==> config.mk <==
export PLATFORM = sky130hd
export DESIGN_NAME = nic_traffic_gen_flat
export DESIGN_NICKNAME = d
export VERILOG_FILES = /design/src/rtl/nic_traffic_gen_if.sv /design/src/rtl/nic_traffic_gen.sv /design/src/flat_wrapper.sv
export SDC_FILE = /design/constraint.sdc
export NUM_CORES = 1
export LEC_CHECK = 0
export ABC_CLOCK_PERIOD_IN_PS = 2000
export BUFFER_PORTS_ARGS = -buffer_cell sky130_fd_sc_hd__buf_2
export CORE_AREA = 2 2 73 110
export DETAILED_ROUTE_END_ITERATION = 8
export DIE_AREA = 0 0 75 112
export PLACE_DENSITY = 0.75
export SYNTH_ARGS = -nofsm -noshare
export SYNTH_HDL_FRONTEND = slang
export SYNTH_SLANG_ARGS = --single-unit
==> constraint.sdc <==
create_clock -name CLK -period 2 [get_ports CLK]
set_input_delay 0.3 -clock CLK [delete_from_list [all_inputs] [get_ports CLK]]
set_output_delay 0.3 -clock CLK [all_outputs]
set_load 0.01 [all_outputs]
==> src/rtl/nic_traffic_gen_if.sv <==
// rtl/nic_traffic_gen_if.sv - NIC register-port bus between a traffic generator and its node's NIC
interface nic_traffic_gen_if;
   logic        nicEn;
   logic        nicWrEn;
   logic [1:0]  addr_nic;
   logic [0:63] din_nic;
   logic [0:63] dout_nic;

   modport master (output nicEn, nicWrEn, addr_nic, din_nic, input dout_nic);
   modport slave  (input nicEn, nicWrEn, addr_nic, din_nic, output dout_nic);
endinterface

==> src/rtl/nic_traffic_gen.sv <==
// rtl/nic_traffic_gen.sv - CPU stand-in that polls a NIC, injects sequenced packets and checks received ones
module nic_traffic_gen #(
   parameter logic [15:0] NODE_ID  = 16'd0,
   parameter logic [15:0] EXP_SRC  = 16'd1,
   parameter bit          DIR      = 1'b0,
   parameter logic [7:0]  HOP      = 8'h01,
   parameter int          NUM_PKTS = 16,
   parameter int          NUM_RECV = 16
) (
   input  logic               CLK,
   input  logic               RESET,
   input  logic               start,
   nic_traffic_gen_if.master  bus,
   output logic               done,
   output logic               err,
   output logic [15:0]        sent_cnt,
   output logic [15:0]        recv_cnt
);
   localparam logic [15:0] NP = NUM_PKTS[15:0];
   localparam logic [15:0] NR = NUM_RECV[15:0];
   localparam logic [1:0] A_RXBUF = 2'b00;
   localparam logic [1:0] A_RXST  = 2'b01;
   localparam logic [1:0] A_TXBUF = 2'b10;
   localparam logic [1:0] A_TXST  = 2'b11;

   typedef enum logic [2:0] {IDLE, CHK_TX, SEND, CHK_RX, RECV, DONE} state_t;
   state_t state, next_state;

   logic        full, go, rx_bad, tx_left, rx_left;
   logic        nxt_en, nxt_wr;
   logic [1:0]  nxt_addr;
   logic [0:63] nxt_din;
   logic        unused_hdr;

   // Counters only ever step while below their limit, so inequality is the same as "less than".
   assign tx_left    = (sent_cnt != NP);
   assign rx_left    = (recv_cnt != NR);
   assign full       = bus.dout_nic[63];
   assign go         = start && (state == IDLE || state == DONE);
   assign rx_bad     = (bus.dout_nic[32:47] != EXP_SRC) || (bus.dout_nic[48:63] != recv_cnt);
   assign unused_hdr = ^bus.dout_nic[0:31];

   always_ff @(posedge CLK) begin
      if (RESET) state <= IDLE;
      else       state <= next_state;
   end

   always_comb begin
      next_state = state;
      case (state)
         IDLE, DONE: if (start) next_state = CHK_TX;
         CHK_TX:     next_state = (!full && tx_left) ? SEND : CHK_RX;
         SEND:       next_state = CHK_RX;
         CHK_RX: begin
            if (full && rx_left)              next_state = RECV;
            else if (!tx_left && !rx_left)    next_state = DONE;
            else                              next_state = CHK_TX;
         end
         RECV:       next_state = CHK_TX;
         default:    next_state = IDLE;
      endcase
   end

   // Decoded from next_state so the registered bus outputs line up with the state they belong to.
   always_comb begin
      nxt_en   = 1'b0;
      nxt_wr   = 1'b0;
      nxt_addr = A_RXBUF;
      nxt_din  = '0;
      case (next_state)
         CHK_TX: begin
            nxt_en   = 1'b1;
            nxt_addr = A_TXST;
         end
         SEND: begin
            nxt_en   = 1'b1;
            nxt_wr   = 1'b1;
            nxt_addr = A_TXBUF;
            nxt_din  = {sent_cnt[15], DIR, 6'b0, HOP, 16'b0, NODE_ID, sent_cnt};
         end
         CHK_RX: begin
            nxt_en   = 1'b1;
            nxt_addr = A_RXST;
         end
         RECV: begin
            nxt_en   = 1'b1;
            nxt_addr = A_RXBUF;
         end
         default: ;
      endcase
   end

   always_ff @(posedge CLK) begin
      if (RESET) begin
         bus.nicEn    <= 1'b0;
         bus.nicWrEn  <= 1'b0;
         bus.addr_nic <= A_RXBUF;
         bus.din_nic  <= '0;
         done         <= 1'b0;
         err          <= 1'b0;
         sent_cnt     <= 16'd0;
         recv_cnt     <= 16'd0;
      end else begin
         bus.nicEn    <= nxt_en;
         bus.nicWrEn  <= nxt_wr;
         bus.addr_nic <= nxt_addr;
         bus.din_nic  <= nxt_din;
         done         <= (next_state == DONE);
         if (go) begin
            err      <= 1'b0;
            sent_cnt <= 16'd0;
            recv_cnt <= 16'd0;
         end else begin
            if (state == SEND) sent_cnt <= sent_cnt + 16'd1;
            if (state == RECV) begin
               if (rx_bad) err <= 1'b1;
               recv_cnt <= recv_cnt + 16'd1;
            end
         end
      end
   end
endmodule

==> src/flat_wrapper.sv <==
// flat-port wrapper written by rule: the top's interface ports become plain ports
module nic_traffic_gen_flat 
#(
   parameter logic [15:0] NODE_ID  = 16'd0,
   parameter logic [15:0] EXP_SRC  = 16'd1,
   parameter bit          DIR      = 1'b0,
   parameter logic [7:0]  HOP      = 8'h01,
   parameter int          NUM_PKTS = 16,
   parameter int          NUM_RECV = 16
)
  (CLK, RESET, start, done, err, sent_cnt, recv_cnt, bus_nicEn, bus_nicWrEn, bus_addr_nic, bus_din_nic, bus_dout_nic);
  nic_traffic_gen_if bus_i ();
  input  logic CLK;
  input  logic RESET;
  input  logic start;
  output logic done;
  output logic err;
  output logic [15:0] sent_cnt;
  output logic [15:0] recv_cnt;
  output wire logic [$bits(bus_i.nicEn)-1:0] bus_nicEn;
  output wire logic [$bits(bus_i.nicWrEn)-1:0] bus_nicWrEn;
  output wire logic [$bits(bus_i.addr_nic)-1:0] bus_addr_nic;
  output wire logic [$bits(bus_i.din_nic)-1:0] bus_din_nic;
  input wire logic [$bits(bus_i.dout_nic)-1:0] bus_dout_nic;
  assign bus_nicEn = bus_i.nicEn;
  assign bus_nicWrEn = bus_i.nicWrEn;
  assign bus_addr_nic = bus_i.addr_nic;
  assign bus_din_nic = bus_i.din_nic;
  assign bus_i.dout_nic = bus_dout_nic;
  nic_traffic_gen #(.NODE_ID(NODE_ID), .EXP_SRC(EXP_SRC), .DIR(DIR), .HOP(HOP), .NUM_PKTS(NUM_PKTS), .NUM_RECV(NUM_RECV)) u_core (.CLK(CLK), .RESET(RESET), .start(start), .bus(bus_i), .done(done), .err(err), .sent_cnt(sent_cnt), .recv_cnt(recv_cnt));
endmodule
# == After elaboration in Yosys (flattened, before gate mapping) ==
# Index checks and enable logic that the tools add are counted.
# word_totals
register_bits,104
inputBits,67
out_inout_bits,102
word_cells,51
# op_classes
addsub,2
n_eq_ne,14
mux,9
bitwise_logic,1
reduce_logical,15
# ops
cell,n
49-bit 2-to-1 mux,1
"16-bit by 1-bit adder with 16-bit output, second input constant",2
"16-bit by 5-bit inequality test with 1-bit output, second input constant",2
"16-bit by 1-bit inequality test with 1-bit output, second input constant",1
16-bit inequality test,1
3-bit one-hot mux with 5 select lines,1
"3-bit by 2-bit == test with 1-bit output, second input constant",4
"3-bit == test, second input constant",4
3-bit 2-to-1 mux,3
"3-bit by 1-bit == test with 1-bit output, second input constant",2
2-bit one-hot mux with 3 select lines,1
2-bit OR reduction,3
1-bit logical AND,4
4-bit OR reduction,1
1-bit logical NOT,3
3-bit logical NOT,1
1-bit 2-to-1 mux,3
1-bit logical OR,2
2-bit AND reduction,1
1-bit NOT,1

# == Longest topological paths before layout ==
# Gate-level depths: netlist of the first run.
# depth
ltp_word,9
ltp_mapped,8
ltp_nobuf,8

# == Worst setup path after synthesis of the first run ==
# OpenSTA, ideal clock, no wires.
# synth_timing
path_kind,register -> register
start,register u_core.recv_cnt[0]
end,register u_core.bus.din_nic[55]
setup_time_ns,0.059
t_arrival_ns,1.858
t_required_ns,1.941
slack_ns,0.082
path_stages_with_launch,9
path_buffers,1
period_less_slack_ns,1.918
path_cell_list,dfxtp_1 -> inv_1 -> ha_1 -> nor4b_1 -> nand4_1 -> o221ai_1 -> nor4_2 -> buf_2 -> and2_1
# synth_between
elab_chain_len,9
elab_cells_between_ends,10
classes_between,eq/ne (2); mux (3); bitwise (1); reduce/logical (4)
# synth_rtl
element,line_no,rtl
"start, declared",nic_traffic_gen.sv:17,output logic [15:0] recv_cnt
"start signal, assigned",nic_traffic_gen.sv:117,recv_cnt <= recv_cnt + 16'd1;
16-bit by 5-bit inequality test with 1-bit output (*),nic_traffic_gen.sv:37,assign rx_left = (recv_cnt != NR);
1-bit logical NOT,nic_traffic_gen.sv:56,else if (!tx_left && !rx_left) next_state = DONE;
1-bit logical AND,nic_traffic_gen.sv:56,
3-bit 2-to-1 mux,nic_traffic_gen.sv:56,
3-bit 2-to-1 mux (*),nic_traffic_gen.sv:55,if (full && rx_left) next_state = RECV;
3-bit one-hot mux with 5 select lines (*),nic_traffic_gen.sv:50,case (state)
3-bit by 2-bit == test with 1-bit output (*),nic_traffic_gen.sv:70,case (next_state)
1-bit NOT (no source line) (*),-,
2-bit OR reduction (no source line) (*),-,
"end signal, assigned",nic_traffic_gen.sv:107,bus.din_nic <= nxt_din;
"end, declared",nic_traffic_gen_if.sv:9,"modport master (output nicEn, nicWrEn, addr_nic, din_nic, input dout_nic);"
# Every way passes the cells marked *; elsewhere a longest branch is shown, timed or not.
# A chain may end at the register's enable or synchronous reset.

# == Final worst setup path of the first run ==
# layout_timing
start,register u_core.sent_cnt[12]
end,register u_core.bus.nicEn
# layout_between
elab_chain_len,9
elab_cells_between_ends,14
classes_between,eq/ne (5); mux (5); reduce/logical (4)
# layout_rtl
element,line_no,rtl
"start, declared",nic_traffic_gen.sv:16,"output logic [15:0] sent_cnt,"
"start signal, assigned",nic_traffic_gen.sv:114,if (state == SEND) sent_cnt <= sent_cnt + 16'd1;
16-bit by 5-bit inequality test with 1-bit output (*),nic_traffic_gen.sv:36,assign tx_left = (sent_cnt != NP);
1-bit logical NOT,nic_traffic_gen.sv:56,
1-bit logical AND,nic_traffic_gen.sv:56,
3-bit 2-to-1 mux,nic_traffic_gen.sv:56,
3-bit 2-to-1 mux,nic_traffic_gen.sv:55,
3-bit one-hot mux with 5 select lines (*),nic_traffic_gen.sv:50,
"3-bit == test, or another cell as far along",nic_traffic_gen.sv:70,
4-bit OR reduction (no source line) (*),-,
1-bit 2-to-1 mux (*),nic_traffic_gen.sv:70,
"end signal, assigned",nic_traffic_gen.sv:104,bus.nicEn <= nxt_en;
"end, declared",nic_traffic_gen_if.sv:9,
# Marks and branches as above.

==> reports/qor.csv, run 1 <==
stage;metric;value;unit
placement;gp_congestion;0.8294;
clock_network;cts_tree;yes;
yosys;synth_cell_types;39;
layout;drive_gt1_frac;0.3697;
layout;layout_commonest_cell;buf_2;
sta;layout_min_cycle_time;1809;ps
layout;syn_to_final_growth;37.56;%
min_path;worstHoldStart;RESET;
sta;final_max_slew_viol_count;0;
yosys;syn-cell-area;2902;µm²
critical_path;startpoint_type;flop;
sta;hold_viol;0;
critical_path;path_class;flop to flop;
clock_network;cts_hold_buf;0;
yosys;synth_edf_count;0;
route;dr.pass1.iters;4;
global_route;grt_antenna_before_repair;0;
flow_run;drv_cap;0;
route;drt.antenna.violating_nets;0;
layout;finalInstanceArea;3991;µm²
pwr;vdd_ir_drop_max;0.4491;mV
yosys;yosysSeqAreaShare;0.3933;
pwr;powerDensity;795.4;nW/µm²
yosys;ys_ff_latch;57;
global_route;grt_max_degree;34;
layout;fillers;690;
yosys;yosysWarnings;0;
layout;final_cell_mix;buf_2, dfxtp_1, buf_4;
route;drc;0;
route;wirelength;6963;µm
global_route;first_global_vias;2462;
floorplan;dieHeight;112;µm
route;wl_per_cell;12.22;µm
clock_network;cts.clk_slew.worst_paths;50;ps
pwr;finalPower;0.003175;W
placement;place_area;3586;µm²
global_route;grt_pass1_wl;11000;µm
critical_path;worstSetupEndpointType;flop;
critical_path;timing.critical_path.buf_inv;1;
critical_path;max_stage_delay;450;ps
floorplan;die_area;8400;µm²
sta;finalSetupViolCount;0;
clock_network;clk_path_buf_depth;2;
clock_network;root_buffer;clkbuf_16;
yosys;synthCells;328;
critical_path;path_delay_family;simple AND/OR/NAND/NOR gates;
placement;dp.cells;553;
layout;instances_no_fill;570;
pwr;p_leak;1.953;nW
run_status;status;completed;
yosys;async_flop_share;0;
clock_network;cts_buffers;9;
layout;nets;535;
layout;antennaDiodeCount;0;
yosys;syn_avg_cell_area;8.846;µm²
route;vias;2594;
sta;rsz0062_at_grt;false;
sta;max_freq;552.9;MHz
global_route;track_usage;0.1772;
route;routed_via_density;4.551;
floorplan;placementRows;39;
critical_path;cp_max_fo;3;
sta;fin_crit_sh;0.9043;
clock_network;htreeDepth;3;
floorplan;die_width;75;µm
floorplan;core_area;7466;µm²
critical_path;crit_required;2220;ps
yosys;synth_ff_type;dfxtp_1;
critical_path;critPathLaunch;u_core.sent_cnt[12];
critical_path;path_cells;nor4b_1 > a41oi_1 > nor2_1 > buf_4 > nor2_2 > xnor2_2 > a21oi_1;
route;drt-initial-drc-count;92;
min_path;hold_class;primary input to flop;
floorplan;top_level_ports;169;
clock_network;cts.sinks;57;
placement;hpwl;5420;µm
critical_path;cp_slowest_cell;nor4b_1;
global_route;grt_overflow;0;
critical_path;r2r-start;u_core.sent_cnt[12];
floorplan;initial_core_util;0.3886;
layout;final_core_util;0.5346;
critical_path;cp.arrival;2020;ps
placement;port_buffers;90;
sta;fin_skew;5.073;ps
clock_network;clk_latency;330;ps
-- cells by family after synthesis --
group | count (synthesis) | share of synthesized area
AOI/OAI and AO/OA | 28 | 0.05649
adders and majority gates | 4 | 0.01725
other | 1 | 0.001292
xor gates and xnor gates | 41 | 0.1238
buffers and inverters | 68 | 0.1548
DFF | 57 | 0.3933
and+or+nand+nor | 129 | 0.2531
-- metal layers --
layer | vias to the layer above | GRT usage | routed length (µm)
met5 | - | 0 | 0
met4 | 0 | 0.08095 | 146
met3 | 10 | 0.05520 | 509
met2 | 118 | 0.3287 | 3891
met1 | 1192 | 0.1680 | 2415
li1 | 1274 | - | -
-- synth_stat cells (2+ instances only) --
cell type	instances	area, µm²
ha_1	4	50.05
and2_1	18	112.6
dfxtp_1	57	1141
nand4_1	11	68.82
o21ai_0	8	40.04
a21oi_1	14	70.07
clkbuf_1	4	15.01
nor2_1	34	127.6
nor4b_1	5	43.79
nand2_1	15	56.30
buf_2	4	20.02
nor3_1	7	35.03
nand3_1	6	30.03
xnor2_1	13	113.9
nand2b_1	2	12.51
inv_1	8	30.03
nor4_1	8	50.05
and3_1	5	31.28
or3_1	8	50.05
buf_4	50	375.4
xor2_1	28	245.2
and2b_1	2	15.01
-- path summary, 6_finish.rpt --
kind,to,slack [ps],cells after the start
max,u_core.bus.nicEn,190,7
min,u_core.state[1],260,2
max reg2reg,u_core.bus.nicEn,190,7
min reg2reg,u_core.err,480,2
-- flip-flops by register name, summed over array words and instances (netlist names) --
name	count
u_core.state	3
u_core.bus.din_nic	17
u_core.recv_cnt	16
u_core.sent_cnt	16
u_core.bus.nicEn	1
u_core.bus.addr_nic	2
u_core.err	1
u_core.done	1
-- per-stage QoR --
step | hold slack (ps) | TNS [ps] | worst slack (ps)
after floorplan | 502.1 | 0 | 82.16
after global placement | 461.0 | -4804 | -288.2
after detailed placement | 459.6 | -5738 | -345.4
after CTS | 256.8 | 0 | 14.71
after global routing | 277.9 | 0 | 17.89
final | 262.2 | 0 | 191.4
-- area by class of cell --
type	instances	area [µm²]	share of cell area
Inverter	9	33.78	0.008464
Timing Repair Buffer	139	830.8	0.2082
Sequential cell	57	1142	0.2862
Multi-Input combinational cell	248	1541	0.3862
Clock inverter	2	35.03	0.008777
Clock buffer	13	280.3	0.07022
Tap cell	102	127.6	0.03197
-- power by group --
group,switching (W),internal (W),total (W)
combinational,0.000228,0.000176,0.000404
clock,0.000493,0.00109,0.00158
sequential,0.0000212,0.00117,0.00119
-- repair_timing --
action	CTS	global route
gates cloned	0	0
gates resized for setup	4	10
pin swaps	1	3
setup buffers	0	2
setup endpoints to repair	18	24
No activity file was read; power rests on OpenSTA's default activity.
==> inputs of run 2 (changes only) <==
Settings changed: ABC_CLOCK_PERIOD_IN_PS 2000 to 1750, PLACE_DENSITY 0.75 to 0.73.
Clock period 2 ns to 1.75 ns, I/O delays scaled along.
==> run 2 against run 1 <==
Compared with the run above: sequential power increased by 15%; flip-flop and latch count unchanged; sequential share of layout area shrank 0.55 points; register-to-register slack worse by 180 ps; largest cell class unchanged; largest power group unchanged; highest routed layer unchanged.
==> reports/qor.csv, run 2 (synthesis results as in run 1) <==
stage;metric;value;unit
layout;syn_to_final_growth;41.66;%
run_status;status;completed;
route;drt-initial-drc-count;101;
global_route;track_usage;0.1742;
global_route;use_met2;0.3099;
route;drt.antenna.violating_nets;0;
min_path;hold_class;primary input to flop;
floorplan;initial_core_util;0.3886;
floorplan;dieHeight;112;µm
layout;largest_register;u_core.bus.din_nic;
layout;fillers;696;
critical_path;startpoint_type;flop;
critical_path;worstRegToRegCells;7;
clock_network;cts_buffers;9;
route;vias;2650;
clock_network;htreeDepth;3;
min_path;hold_depth;2;
critical_path;path_class;flop to flop;
floorplan;die_area;8400;µm²
critical_path;cp.arrival;1990;ps
sta;fin_crit_sh;0.9931;
layout;nets;538;
route;wirelength;6959;µm
sta;finalSetupViolCount;0;
placement;port_buffers;90;
global_route;grt-busiest-layer;met2;
sta;hold_viol;0;
global_route;first_global_vias;2463;
layout;antennaDiodeCount;0;
critical_path;crit_required;2000;ps
global_route;grtUsageMet3;0.04706;
route;wl_per_cell;12.12;µm
sta;rsz0062_at_grt;true;
layout;drive_gt1_frac;0.4322;
floorplan;top_level_ports;169;
clock_network;clk_path_buf_depth;2;
layout;largest_reg_flops;17;
placement;place_area;3622;µm²
layout;ff_latch_area;1154;µm²
pwr;vdd_ir_drop_max;0.4902;mV
pwr;powerDensity;829.5;nW/µm²
floorplan;die_width;75;µm
sta;final_max_slew_viol_count;0;
global_route;grt_antenna_before_repair;0;
global_route;grt_overflow;0;
layout;final_cell_mix;buf_2, dfxtp_1, buf_4;
global_route;gr-usage-met1;0.1709;
placement;hpwl;5156;µm
route;dr.pass1.iters;4;
critical_path;worstSetupEndpointType;flop;
sta;max_freq;575.4;MHz
critical_path;cp_max_fo;5;
clock_network;root_buffer;clkbuf_16;
sta;fin_skew;8.290;ps
sta;tns;0;ps
layout;reg_top3;u_core.bus.din_nic (17), u_core.recv_cnt (16), u_core.sent_cnt (16);
floorplan;placementRows;39;
clock_network;cts.clk_slew.worst_paths;50;ps
layout;finalInstanceArea;4110;µm²
clock_network;cts_tree;yes;
clock_network;cts.sinks;57;
global_route;grt_pass1_wl;10930;µm
clock_network;clk_latency;330;ps
route;routed_via_density;4.617;
layout;multiInputGateArea;1643;µm²
floorplan;core_area;7466;µm²
placement;gp_congestion;0.8496;
route;drc;0;
sta;layout_min_cycle_time;1738;ps
flow_run;drv_cap;0;
global_route;grt_max_degree;34;
layout;layout_commonest_cell;buf_2;
pwr;p_leak;2.009;nW
==> run 2: changes by cell type in the layout (fill, tap and decap cells not counted), sizes merged <==
cell and change:
bufinv -1, clkinv +2, buf +3
==> run 2: cell type report <==
type,instances,area share
multi-input combinational,248,0.3997
clock buffer,13,0.06332
timing repair buffer,142,0.2134
sequential,57,0.2807
tap,102,0.03105
clock inverter,3,0.003653
inverter,9,0.008219
==> run 2: path summary, 6_finish.rpt <==
path | startpoint | to | slack, ps
worst max-delay path | u_core.sent_cnt[4] | u_core.bus.nicEn | 10
worst min-delay path | RESET | u_core.state[2] | 230
worst max register to register | u_core.sent_cnt[4] | u_core.bus.nicEn | 10
worst min register to register | u_core.err | u_core.err | 480
==> run 2: what timing repair did <==
action                                  4_1_cts  5_1_grt
pin swaps                                     6       18
gates resized for setup                      10       34
buffers inserted                              3        3
hold buffers                                  0        0
endpoints found under the setup margin       25       34
==> run 2: power breakdown <==
part	switching, W	internal [W]	leakage [nW]	total (W)
logic	0.000258	0.000198	1.41	0.000456
clock network	0.000560	0.00102	0.139	0.00158
registers	0.0000322	0.00134	0.464	0.00137
total	0.000850	0.00256	2.01	0.00341
==> run 2: per-stage QoR <==
step	hold WS [ps]	setup WS (ps)	utilization	power, W	std cells
after global placement	461.7	-232.5	0.4852	0.001772	553
after global routing	238.6	-101.2	0.5505	0.003575	574
after detailed placement	475.1	-261.9	0.4852	0.001785	553
after floorplan	502.1	12.68	-	0.001726	373
after CTS	221.0	5.921	0.5341	0.003421	572
final	231.8	12.16	0.5505	0.003409	574
==> run 2: metal layers <==
metal,vias up,share of wire
met5,-,0
met4,0,0.026
met3,16,0.075
met2,129,0.55
met1,1218,0.35
li1,1287,-
==> run 2: worst max-delay path: stages (launching register included) <==
cell and delay, ps:
dfxtp_1 420, nor4b_4 270, buf_4 170, nand4_1 100, nor3_2 160, and2b_2 280
xnor2_1 130, a21oi_1 140
